==> config.mk <==
export PLATFORM = sky130hd
export DESIGN_NAME = ps2_host_tx
export DESIGN_NICKNAME = d
export VERILOG_FILES = /design/src/rtl/ps2_pkg.sv /design/src/rtl/ps2_sync.sv /design/src/rtl/ps2_host_tx.sv
export SDC_FILE = /design/constraint.sdc
export NUM_CORES = 1
export LEC_CHECK = 0
export ABC_AREA = 1
export CAP_MARGIN = 0
export CORE_ASPECT_RATIO = 0.5
export CORE_UTILIZATION = 42
export CTS_BUF_LIST = sky130_fd_sc_hd__clkbuf_4 sky130_fd_sc_hd__clkbuf_8
export CTS_CLUSTER_DIAMETER = 200
export DETAILED_ROUTE_END_ITERATION = 8
export GPL_TIMING_DRIVEN = 0
export PLACE_DENSITY = 0.64
export SYNTH_ARGS = -nofsm -noshare
export SYNTH_HDL_FRONTEND = slang
export SYNTH_SLANG_ARGS = --single-unit
==> constraint.sdc <==
create_clock -name clk_100mhz -period 4.6 [get_ports clk_100mhz]
set_clock_uncertainty 0.05 [all_clocks]
set_input_delay 1.38 -clock clk_100mhz [delete_from_list [all_inputs] [get_ports clk_100mhz]]
set_output_delay 1.38 -clock clk_100mhz [all_outputs]
set_load 0.05 [all_outputs]
==> src/rtl/ps2_pkg.sv <==
// ps2_pkg: shared PS/2 types, command constants and parity helper.
package ps2_pkg;

    typedef enum logic [2:0] {
        ST_IDLE,
        ST_INHIBIT,
        ST_REQ,
        ST_SHIFT,
        ST_ACK,
        ST_WAIT_IDLE,
        ST_DONE
    } tx_state_t;

    typedef enum logic [1:0] {
        TX_ACK     = 2'b00,
        TX_NACK    = 2'b01,
        TX_TIMEOUT = 2'b10
    } tx_status_t;

    localparam logic [7:0] CMD_SET_LEDS = 8'hED;
    localparam logic [7:0] CMD_RESET    = 8'hFF;
    localparam logic [7:0] CMD_ECHO     = 8'hEE;

    // Parity bit that makes the total number of ones (data + parity) odd.
    function automatic logic odd_parity(input logic [7:0] d);
        return ~^d;
    endfunction

endpackage

==> src/rtl/ps2_sync.sv <==
// ps2_sync: multi-stage synchronizer for PS/2 lines plus falling-edge pulse on bit 0 (the clock line).
module ps2_sync #(
    parameter int W      = 2,
    parameter int STAGES = 2
) (
    input  logic         clk,
    input  logic         rst,
    input  logic [W-1:0] din,
    output logic [W-1:0] dout,
    output logic         clk_fall
);

    logic [W-1:0] sync_q [STAGES];
    logic [W-1:0] sync_d [STAGES];
    logic         prev_q, prev_d;

    // Shift the raw levels through the chain and remember the last synced clock level.
    always_comb begin
        sync_d[0] = din;
        for (int i = 1; i < STAGES; i++) sync_d[i] = sync_q[i-1];
        prev_d = sync_q[STAGES-1][0];
    end

    // Lines idle high, so reset to 1 to avoid a spurious fall after reset.
    always_ff @(posedge clk) begin
        if (rst) begin
            for (int i = 0; i < STAGES; i++) sync_q[i] <= '1;
            prev_q <= 1'b1;
        end else begin
            sync_q <= sync_d;
            prev_q <= prev_d;
        end
    end

    assign dout     = sync_q[STAGES-1];
    assign clk_fall = prev_q & ~dout[0];

endmodule

==> src/rtl/ps2_host_tx.sv <==
// ps2_host_tx: PS/2 host-to-device command transmitter; PS2_TX_RETRY_EN enables automatic resend on NACK/TIMEOUT.
module ps2_host_tx
    import ps2_pkg::*;
#(
    parameter int INHIBIT_CYCLES = 12000,
    parameter int SETUP_CYCLES   = 500,
    parameter int TIMEOUT_CYCLES = 2000000,
    parameter int SYNC_STAGES    = 2,
    parameter int MAX_RETRIES    = 2
) (
    input  logic       clk_100mhz,
    input  logic       rst,
    input  logic [7:0] tx_data,
    input  logic       tx_valid,
    output logic       tx_ready,
    input  logic       ps2_clk_in,
    input  logic       ps2_data_in,
    output logic       ps2_clk_oe,
    output logic       ps2_data_oe,
    output logic       busy,
    output logic       done,
    output logic [1:0] status
);

    localparam int CW = $clog2((INHIBIT_CYCLES > SETUP_CYCLES) ? INHIBIT_CYCLES : SETUP_CYCLES) + 1;
    localparam int TW = $clog2(TIMEOUT_CYCLES) + 1;
    localparam int BW = $clog2(10) + 1;

    if (MAX_RETRIES < 0 || SYNC_STAGES < 1 || INHIBIT_CYCLES < 1 || SETUP_CYCLES < 1) begin : g_bad_cfg
        $error("ps2_host_tx: invalid parameter set");
    end

    tx_state_t     state_q, state_d;
    tx_status_t    result_q, result_d;
    logic [9:0]    shift_q, shift_d;
    logic [BW-1:0] bitcnt_q, bitcnt_d;
    logic [CW-1:0] cnt_q, cnt_d;
    logic [TW-1:0] tmo_q, tmo_d;
    logic          clk_oe_q, clk_oe_d;
    logic          data_oe_q, data_oe_d;
    logic          finish, timed;
    logic          clk_s, data_s, clk_fall;
`ifdef PS2_TX_RETRY_EN
    localparam int RW = $clog2(MAX_RETRIES + 1) + 1;
    logic [RW-1:0] retries_q, retries_d;
    logic [7:0]    byte_q, byte_d;
`endif

    ps2_sync #(.W(2), .STAGES(SYNC_STAGES)) u_sync (
        .clk      (clk_100mhz),
        .rst      (rst),
        .din      ({ps2_data_in, ps2_clk_in}),
        .dout     ({data_s, clk_s}),
        .clk_fall (clk_fall)
    );

    // Next-state logic: phase timing, bit shifting on device clock falls, timeout and completion.
    always_comb begin
        state_d   = state_q;
        result_d  = result_q;
        shift_d   = shift_q;
        bitcnt_d  = bitcnt_q;
        cnt_d     = cnt_q;
        tmo_d     = tmo_q;
        clk_oe_d  = clk_oe_q;
        data_oe_d = data_oe_q;
        finish    = 1'b0;
        timed     = (state_q == ST_SHIFT) || (state_q == ST_ACK) || (state_q == ST_WAIT_IDLE);
`ifdef PS2_TX_RETRY_EN
        retries_d = retries_q;
        byte_d    = byte_q;
`endif
        case (state_q)
            ST_IDLE: if (tx_valid) begin
                state_d  = ST_INHIBIT;
                shift_d  = {1'b1, odd_parity(tx_data), tx_data};
                clk_oe_d = 1'b1;
                cnt_d    = '0;
`ifdef PS2_TX_RETRY_EN
                byte_d    = tx_data;
                retries_d = '0;
`endif
            end
            ST_INHIBIT: if (cnt_q == CW'(INHIBIT_CYCLES - 1)) begin
                state_d   = ST_REQ;
                cnt_d     = '0;
                data_oe_d = 1'b1;
            end else begin
                cnt_d = cnt_q + 1'b1;
            end
            ST_REQ: if (cnt_q == CW'(SETUP_CYCLES - 1)) begin
                state_d  = ST_SHIFT;
                clk_oe_d = 1'b0;
                tmo_d    = '0;
                bitcnt_d = '0;
            end else begin
                cnt_d = cnt_q + 1'b1;
            end
            ST_DONE: state_d = ST_IDLE;
            default: ;
        endcase
        if (timed) begin
            tmo_d = tmo_q + 1'b1;
            if (tmo_q == TW'(TIMEOUT_CYCLES - 1)) begin
                result_d = TX_TIMEOUT;
                finish   = 1'b1;
            end else if (state_q == ST_SHIFT && clk_fall) begin
                data_oe_d = ~shift_q[0];
                shift_d   = {1'b1, shift_q[9:1]};
                bitcnt_d  = bitcnt_q + 1'b1;
                state_d   = (bitcnt_q == BW'(9)) ? ST_ACK : ST_SHIFT;
            end else if (state_q == ST_ACK && clk_fall) begin
                result_d = data_s ? TX_NACK : TX_ACK;
                state_d  = ST_WAIT_IDLE;
            end else if (state_q == ST_WAIT_IDLE && clk_s && data_s) begin
                finish = 1'b1;
            end
        end
        if (finish) begin
            clk_oe_d  = 1'b0;
            data_oe_d = 1'b0;
            state_d   = ST_DONE;
`ifdef PS2_TX_RETRY_EN
            if (result_d != TX_ACK && retries_q < RW'(MAX_RETRIES)) begin
                state_d   = ST_INHIBIT;
                clk_oe_d  = 1'b1;
                cnt_d     = '0;
                shift_d   = {1'b1, odd_parity(byte_q), byte_q};
                retries_d = retries_q + 1'b1;
            end
`endif
        end
    end

    // State and datapath registers; reset drops both lines immediately with no completion pulse.
    always_ff @(posedge clk_100mhz) begin
        if (rst) begin
            state_q   <= ST_IDLE;
            result_q  <= TX_ACK;
            shift_q   <= '1;
            bitcnt_q  <= '0;
            cnt_q     <= '0;
            tmo_q     <= '0;
            clk_oe_q  <= 1'b0;
            data_oe_q <= 1'b0;
`ifdef PS2_TX_RETRY_EN
            retries_q <= '0;
            byte_q    <= '0;
`endif
        end else begin
            state_q   <= state_d;
            result_q  <= result_d;
            shift_q   <= shift_d;
            bitcnt_q  <= bitcnt_d;
            cnt_q     <= cnt_d;
            tmo_q     <= tmo_d;
            clk_oe_q  <= clk_oe_d;
            data_oe_q <= data_oe_d;
`ifdef PS2_TX_RETRY_EN
            retries_q <= retries_d;
            byte_q    <= byte_d;
`endif
        end
    end

    assign tx_ready    = (state_q == ST_IDLE) && !rst;
    assign busy        = (state_q != ST_IDLE) && (state_q != ST_DONE);
    assign done        = (state_q == ST_DONE);
    assign status      = done ? result_q : TX_ACK;
    assign ps2_clk_oe  = clk_oe_q;
    assign ps2_data_oe = data_oe_q;

endmodule

* Word level (Yosys, flattened, before mapping)
Cells that the tools add are included.
** Word-level totals
- Flip-flop bits (word level) :: 64
- Bits of input ports :: 13
- Output and inout bits :: 7
- Word-level logic and storage cells :: 100
** Cells by class
- Add/sub/neg operators :: 3
- Equality and inequality tests :: 15
- Muxes and demuxes :: 45
- Bitwise operators :: 3
- Reduce and logical (&&, ||, !) cells :: 22
** Operators by type and width (number)
- 22-bit two-way mux :: 3
- 10-bit two-way mux :: 5
- 15-bit two-way mux :: 3
- 15-bit one-hot mux with 3 select lines :: 1
- 3-bit two-way mux :: 9
- 5-bit two-way mux :: 5
- 22-bit by 1-bit adder with 22-bit output (second input constant) :: 1
- 22-bit by 21-bit equality test with 1-bit output (second input constant) :: 1
- 15-bit by 1-bit adder with 15-bit output (second input constant) :: 1
- 15-bit by 14-bit equality test with 1-bit output (second input constant) :: 1
- 15-bit by 9-bit equality test with 1-bit output (second input constant) :: 1
- 1-bit two-way mux :: 13
- 3-bit one-hot mux with 4 select lines :: 1
- 3-bit equality test (second input constant) :: 3
- 3-bit AND reduction :: 3
- 2-bit two-way mux :: 4
- 2-bit inequality test (second input constant) :: 4
- 2-bit nonzero test :: 4
- 8-bit XNOR reduction :: 1
- 3-bit by 2-bit equality test with 1-bit output (second input constant) :: 2
- 1-bit logical AND :: 6
- 3-bit nonzero test :: 2
- 5-bit by 1-bit adder with 5-bit output (second input constant) :: 1
- 5-bit by 4-bit equality test with 1-bit output (second input constant) :: 1
- 10 further kinds :: 12

* Longest topological paths before layout
Gate-level depths: netlist (run 1).
- Depth in word-level cells :: 9
- Gate-level depth with buffers :: 12

* Cells and area by module
A second synthesis (run 1) with hierarchy kept.
** Unflattened totals
- Cells, all modules :: 580
- Area, all modules :: 3829.9 µm²
** By module, submodules not included
- ps2_host_tx :: times used 1, cells each 562, area each 3681.0 µm², sequential area each 1181.1 µm²
- ps2_sync :: times used 1, cells each 18, area each 148.9 µm², sequential area each 100.1 µm²

* Least setup slack after synthesis (run 1)
OpenSTA, ideal clock, no wires.
- Kind :: input to output
- Start point :: in rst
- End point :: out tx_ready
- Arrival time :: 2416 ps
- Setup slack :: 754 ps
- Stages :: 3
- Path buffers :: 2
- Path through :: clkbuf_1 -> clkbuf_1 -> nor2_1
** On the way
- Cells in the longest elaborated chain, start to end :: 2
** Ends and longest elaborated chain
- start: declaration :: RTL line ps2_host_tx.sv:12 : input logic rst,
- 1-bit logical NOT :: RTL line ps2_host_tx.sv:166 : assign tx_ready = (state_q == ST_IDLE) && !rst;
- 1-bit logical AND :: RTL line ps2_host_tx.sv:166
- end: declaration :: RTL line ps2_host_tx.sv:15 : output logic tx_ready,
Every way passes these cells.

* Worst setup path after layout (run 1)
Same ends and word-level chain as after synthesis.

==> results of run 1 <==
## worst register-to-register path, delay by kind of cell (launching register included)
kind	cells	cell delay (ps)
flip-flops	1	400
AND/OR/NAND/NOR	6	750
AO/OA/AOI/OAI	1	430
adder cells (fa/ha/maj)	1	280
## state kept, by name, indices dropped and copies added (netlist names)
signal	count
tmo_q	22
cnt_q	15
shift_q	10
bitcnt_q	5
state_q	3
result_q	2
u_sync.dout	2
u_sync.sync_d	2
ps2_clk_oe	1
ps2_data_oe	1
u_sync.prev_q	1
## synth_stat cells (2+ instances only)
cell	n	area share, %
a211oi_1	3	0.58
a21oi_1	29	3.8
a22oi_1	2	0.39
a31oi_1	3	0.49
buf_2	5	0.65
buf_4	3	0.58
buf_6	3	0.87
clkbuf_1	5	0.49
dfxtp_1	64	33
ha_1	4	1.3
inv_1	67	6.5
inv_2	8	0.78
nand2_1	136	13
nand2_2	4	0.65
nand2_4	2	0.58
nand3_1	65	8.4
nand3b_1	3	0.58
nand4_1	17	2.7
nor2_1	75	7.3
nor2_2	3	0.49
nor2_4	4	1.2
nor3_1	12	1.6
nor3_2	3	0.78
o211ai_1	3	0.58
o211ai_2	7	2.3
o21ai_0	11	1.4
o21ai_1	9	1.2
or2_0	2	0.32
or2_1	2	0.32
or2_2	11	1.8
xnor2_1	6	1.4
xor2_1	6	1.4
## power by group through the flow
stage	logic, mW	registers (mW)	clock network [mW]
floorplan	0.0622	0.583	0
global placement	0.0985	0.582	0
detailed placement	0.0996	0.582	0
CTS	0.0997	0.569	0.524
global route	0.109	0.570	0.548
finish	0.0987	0.569	0.511
## repair_timing
action,4_1_cts,5_1_grt
hold buffers,0,0
resized for setup,3,2
pin swaps,0,0
setup endpoints to repair,1,1
## area by class of cell
cell class / instances / share of cell area [%]
inverters: 75 / 6.387
clock inverters: 3 / 0.9083
repair buffers: 19 / 4.201
multi-input cells: 431 / 49.67
flip-flops and latches: 64 / 29.07
plain buffers: 17 / 2.668
well taps: 117 / 3.321
clock buffers: 13 / 3.775
## final timing paths
check             slack, ps  depth (start not counted)                        end
setup / recovery        270                          5                   tx_ready
hold / removal          360                          1  u_sync.dout[0]$_SDFF_PP1_
setup reg to reg       2570                          8      cnt_q[3]$_SDFFE_PP0P_
hold reg to reg         360                          1  u_sync.dout[0]$_SDFF_PP1_
## stage by stage
stage	util [%]	instances
floorplan	-	587
CTS	49.97	739
global route	49.93	739
detailed placement	47.62	723
finish	49.93	739
global placement	47.62	723
## metal layers
metal | vias to the layer above | share of wire, % | global-route usage (%)
li1 | 1965 | - | -
met2 | 77 | 45 | 34.23
met4 | 0 | 0.98 | 5.556
met5 | - | 0 | 0
met1 | 1738 | 49 | 30.15
met3 | 9 | 5.1 | 5.810
## logic make-up (layout without fill, tap and decap cells)
group | Yosys count | in the layout | share of synthesized area [%]
fa+ha+maj | 4 | 4 | 1.294
xor+xnor | 12 | 12 | 2.718
compound gates | 72 | 72 | 11.68
simple gates | 343 | 343 | 40.93
buf+inv | 92 | 127 | 10.26
flops | 64 | 64 | 33.13
==> impl_metrics.py, run 1 <==
metrics = {
    "synth": {
        "syn_avg_cell_area_sq_um": 6.589,
        "synthFlopType": "dfxtp_1",
        "ys_seq_area_share_pct": 33.13,
        "synthArstFlopShare_pct": 0,
        "synthCells": 587,
        "yosysUniqueCellTypes": 42,
        "synth_area_sq_um": 3867,
        "synth_seq_cells": 64,
        "synth_nets": 604,
        "yosysWarnings": 0,
        "synth_edf_count": 0,
    },
    "clock_network": {
        "cts-root-buf": "clkbuf_8",
        "cts_tree": "done",
        "clock_latency_ps": 350,
        "h-tree-depth": 3,
        "numCtsBuffers": 9,
        "clockBufferDepth": 2,
        "path_clk_slew_ps": 70,
        "clock_sinks": 64,
        "cts_setup_buffers": 0,
    },
    "detailed_routing": {
        "wirelength_microns": 9518,
        "num_vias": 3789,
        "vias_per_cell": 5.127,
        "ant_nets": 0,
        "drc": 0,
        "post_drt_wl_per_cell_microns": 12.88,
        "drt_pass1_iterations": 6,
        "drt_iter0_markers": 269,
    },
    "setup_path": {
        "path_buf_inv": 4,
        "crit_fanout": 10,
        "critPathSlowestCell": "clkdlybuf4s50_1",
        "cp-end-kind": "output port",
        "worst-setup-path-type": "in -> out",
        "crit_required_ps": 3170,
        "cp-startpoint": "rst",
        "r2r-start": "cnt_q[0]$_SDFFE_PP0P_",
        "cp_top_family": "buffers and inverters",
        "worstPathArrival_ps": 2900,
        "crit_top_cell": "clkbuf_2",
        "startpoint_type": "primary input",
        "critical-path-max-stage-delay_ps": 590,
        "path_cells": "clkdlybuf4s50_1 > clkbuf_2 > clkbuf_2 > nor2_1 > clkbuf_2",
    },
    "pwr": {
        "p_int_mw": 0.8926,
        "p_per_area_nw_per_um2": 267.6,
        "peakVddDrop_v": 0.0001272,
        "p_switching_mw": 0.2869,
        "p_clk_share_pct": 43.4,
        "p_leak_nw": 1.766,
        "p_sw_share_pct": 24.32,
        "comb_power_share_pct": 8.4,
        "power_mw": 1.179,
        "seqPwrFrac_pct": 48.3,
    },
    "cells_and_area": {
        "final_nets": 634,
        "final_common_cell": "nand2_1",
        "seq_area_sq_um": 1281,
        "layout_common_cells": "136 x nand2_1, 75 x nor2_1, 67 x inv_1, 65 x nand3_1, 64 x dfxtp_1",
        "num_antenna_cells": 0,
        "layout-drive-gt1-share_pct": 12.38,
        "design_area_sq_um": 4408,
        "area_growth_syn_to_layout_pct": 13.98,
        "fill_cells": 926,
        "multi_input_area_sq_um": 2190,
    },
    "die": {
        "die_area_sq_um": 9619,
        "die_y_microns": 69.86,
        "rows": 24,
        "start_util_pct": 43.81,
        "core_area_sq_um": 8828,
        "io_pins": 20,
        "die_w_microns": 137.7,
    },
    "global_route": {
        "first_global_vias": 3404,
        "grt_pass1_wl_microns": 16480,
        "grtUsageTotal_pct": 22.02,
        "grt_max_degree": 11,
        "overflow": 0,
        "antenna_found_initial": 0,
    },
    "place": {
        "place.gp.congestion": 0.9407,
        "preCtsSetupSlack_ps": -615.4,
        "placed_area_sq_um": 4204,
        "portBuffers": 19,
        "dp_hpwl_microns": 7020,
    },
    "sta": {
        "slew_headroom_pct": 62.15,
        "fin_setup_tns_ps": 0,
        "setup_slack_ps": 267.1,
        "worst_pin_slew_ps": 567.7,
        "fin_crit_ps": 4333,
        "setup_viol": 0,
        "finalHoldViolations": 0,
        "fin_crit_sh_pct": 94.19,
        "whs_ps": 356.3,
        "rsz0062_at_grt": "false",
        "maxSlewViolCount": 0,
        "clock.fmax_mhz": 230.8,
    },
    "min_path": {
        "hold_path_class": "reg -> reg",
        "min-delay-start": "u_sync.sync_d[0]$_SDFF_PP1_",
    },
    "job": {
        "max-cap-violations": 0,
    },
    "run_status": {
        "status": "finished, final reports clean",
    },
}
Note: power is estimated with default switching activity, not from simulation.
==> run 2, diff against run 1 <==
--- a/config.mk
+++ b/config.mk
@@ -14,6 +14,7 @@
 export DETAILED_ROUTE_END_ITERATION = 8
 export GPL_TIMING_DRIVEN = 0
 export PLACE_DENSITY = 0.64
+export SKIP_CTS_REPAIR_TIMING = 1
 export SYNTH_ARGS = -nofsm -noshare
 export SYNTH_HDL_FRONTEND = slang
 export SYNTH_SLANG_ARGS = --single-unit
==> run 2 against run 1 <==
Effect of this change:
- core utilization is 0.085 points higher
- flip-flop and latch count stayed put
- first-iteration DRC count is 2.6% lower
- largest cell class unchanged
- sequential power hardly changed
==> impl_metrics.py, run 2 (synthesis gave the netlist of run 1 again) <==
metrics = {
    "cells_and_area": {
        "final_nets": 634,
        "num_antenna_cells": 0,
        "reg_top3": "tmo_q (22), cnt_q (15), shift_q (10)",
        "fin_cells": 739,
        "largest-register": "tmo_q",
        "area_growth_syn_to_layout_pct": 14.17,
        "largest_reg_flops": 22,
        "final_common_cell": "nand2_1",
        "layout-drive-gt1-share_pct": 12.22,
        "layout_common_cells": "136 x nand2_1, 75 x nor2_1, 67 x inv_1, 65 x nand3_1, 64 x dfxtp_1",
        "fin_util_pct": 50.01,
    },
    "setup_path": {
        "cp-end-kind": "output port",
        "regToRegSetupSlack_ps": 2590,
        "worstPathArrival_ps": 2990,
        "crit_required_ps": 3170,
        "worst-setup-path-type": "in -> out",
        "crit_fanout": 10,
        "r2r_end": "cnt_q[3]$_SDFFE_PP0P_",
        "crit_top_cell": "clkbuf_2",
        "critical-path-max-stage-delay_ps": 520,
        "cp-startpoint": "rst",
        "critPathSlowestCell": "clkdlybuf4s50_1",
        "reg2reg_depth": 8,
        "r2r-start": "cnt_q[0]$_SDFFE_PP0P_",
        "path_cells": "clkdlybuf4s50_1 > clkbuf_2 > clkbuf_2 > nor2_1 > dlymetal6s2s_1",
        "startpoint_type": "primary input",
    },
    "job": {
        "max-cap-violations": 0,
    },
    "clock_network": {
        "clock_latency_ps": 360,
        "cts-root-buf": "clkbuf_8",
        "clockBufferDepth": 2,
        "h-tree-depth": 3,
        "clock_sinks": 64,
        "path_clk_slew_ps": 70,
        "cts_tree": "done",
        "numCtsBuffers": 9,
    },
    "detailed_routing": {
        "routed-wl-met2_microns": 4266,
        "wirelength_microns": 9520,
        "wl_met1_microns": 4715,
        "ant_nets": 0,
        "num_vias": 3768,
        "vias_per_cell": 5.099,
        "post_drt_wl_per_cell_microns": 12.88,
        "drc": 0,
        "top_layer": "met4",
        "drt_pass1_iterations": 6,
        "drt_iter0_markers": 262,
        "wl_met3_microns": 475,
    },
    "sta": {
        "worst_pin_slew_ps": 567.8,
        "setup_viol": 0,
        "maxSlewViolCount": 0,
        "fin_setup_tns_ps": 0,
        "clock.fmax_mhz": 226.3,
        "fin_crit_sh_pct": 96.08,
        "rsz0062_at_grt": "false",
        "fin_crit_ps": 4420,
        "finalHoldViolations": 0,
        "slew_headroom_pct": 62.15,
    },
    "die": {
        "start_util_pct": 43.81,
        "core_area_sq_um": 8828,
        "die_area_sq_um": 9619,
        "die_w_microns": 137.7,
        "die_y_microns": 69.86,
        "rows": 24,
        "io_pins": 20,
    },
    "place": {
        "place.gp.congestion": 0.9407,
        "dp.cells": 723,
        "dp_hpwl_microns": 7020,
        "portBuffers": 19,
    },
    "run_status": {
        "status": "finished, final reports clean",
    },
    "global_route": {
        "first_global_vias": 3404,
        "grtUsageTotal_pct": 22.02,
        "grt_max_degree": 11,
        "grt_pass1_wl_microns": 16480,
        "antenna_found_initial": 0,
        "overflow": 0,
    },
    "pwr": {
        "p_per_area_nw_per_um2": 267.7,
        "peakVddDrop_v": 0.0001272,
        "p_leak_nw": 1.777,
    },
    "min_path": {
        "min-delay-start": "u_sync.sync_d[0]$_SDFF_PP1_",
        "min_path_cells": 1,
        "hold_end": "u_sync.dout[0]$_SDFF_PP1_",
        "hold_path_class": "reg -> reg",
    },
}
[run 2: cell types whose count changed in the layout (fill, tap and decap cells not counted), sizes merged]
cell	change
clkbuf	-1
dlymetal6s2s	+1
[run 2: final cells by class]
type | instances | area, sq um
clock inverter | 3 | 40.04
fill | 924 | 4413
clock buffer | 13 | 166.4
inverter | 75 | 281.5
timing repair buffer | 19 | 192.7
buffer | 17 | 117.6
tap | 117 | 146.4
multi-input combinational | 431 | 2190
sequential | 64 | 1281
[run 2: where the power goes]
part / leakage (nW) / switching [mW] / internal, mW / total [mW]
Combinational: 1.15 / 0.0604 / 0.0389 / 0.0993
Clock: 0.110 / 0.223 / 0.290 / 0.513
Sequential: 0.519 / 0.00553 / 0.564 / 0.569
Total: 1.78 / 0.289 / 0.893 / 1.18
[run 2: worst max-delay path by stage]
stage / endpoint / depth (start not counted) / slack (ps)
after global routing: tx_ready / 5 / 80
after CTS: tx_ready / 5 / -620
final: tx_ready / 5 / 180
after detailed placement: tx_ready / 5 / -620
after global placement: tx_ready / 5 / -630
after floorplan: tx_ready / 3 / 750
[run 2: routing by layer]
metal  global-route usage, %  vias to the layer above
met2                   34.23                       68
met4                   5.556                        0
met5                       0                        -
met1                   30.15                     1728
li1                        -                     1966
met3                   5.810                        6
[run 2: critical path, delay by kind of cell]
| kind | cells | cell delay (ps) |
|---|---|---|
| buffers and inverters | 4 | 1460 |
| and+or+nand+nor | 1 | 150 |
[run 2: metrics by stage]
step | hold slack [ps] | total power, mW | worst slack [ps] | cell area (sq um)
floorplan | 339.5 | 0.6452 | 754.4 | 3867
global placement | 341.3 | 0.6804 | -630.5 | 4204
detailed placement | 345.2 | 0.6815 | -615.4 | 4204
CTS | 356.6 | 1.193 | -619.9 | 4410
global route | 395.2 | 1.229 | 77.32 | 4415
finish | 358.3 | 1.182 | 180.4 | 4415
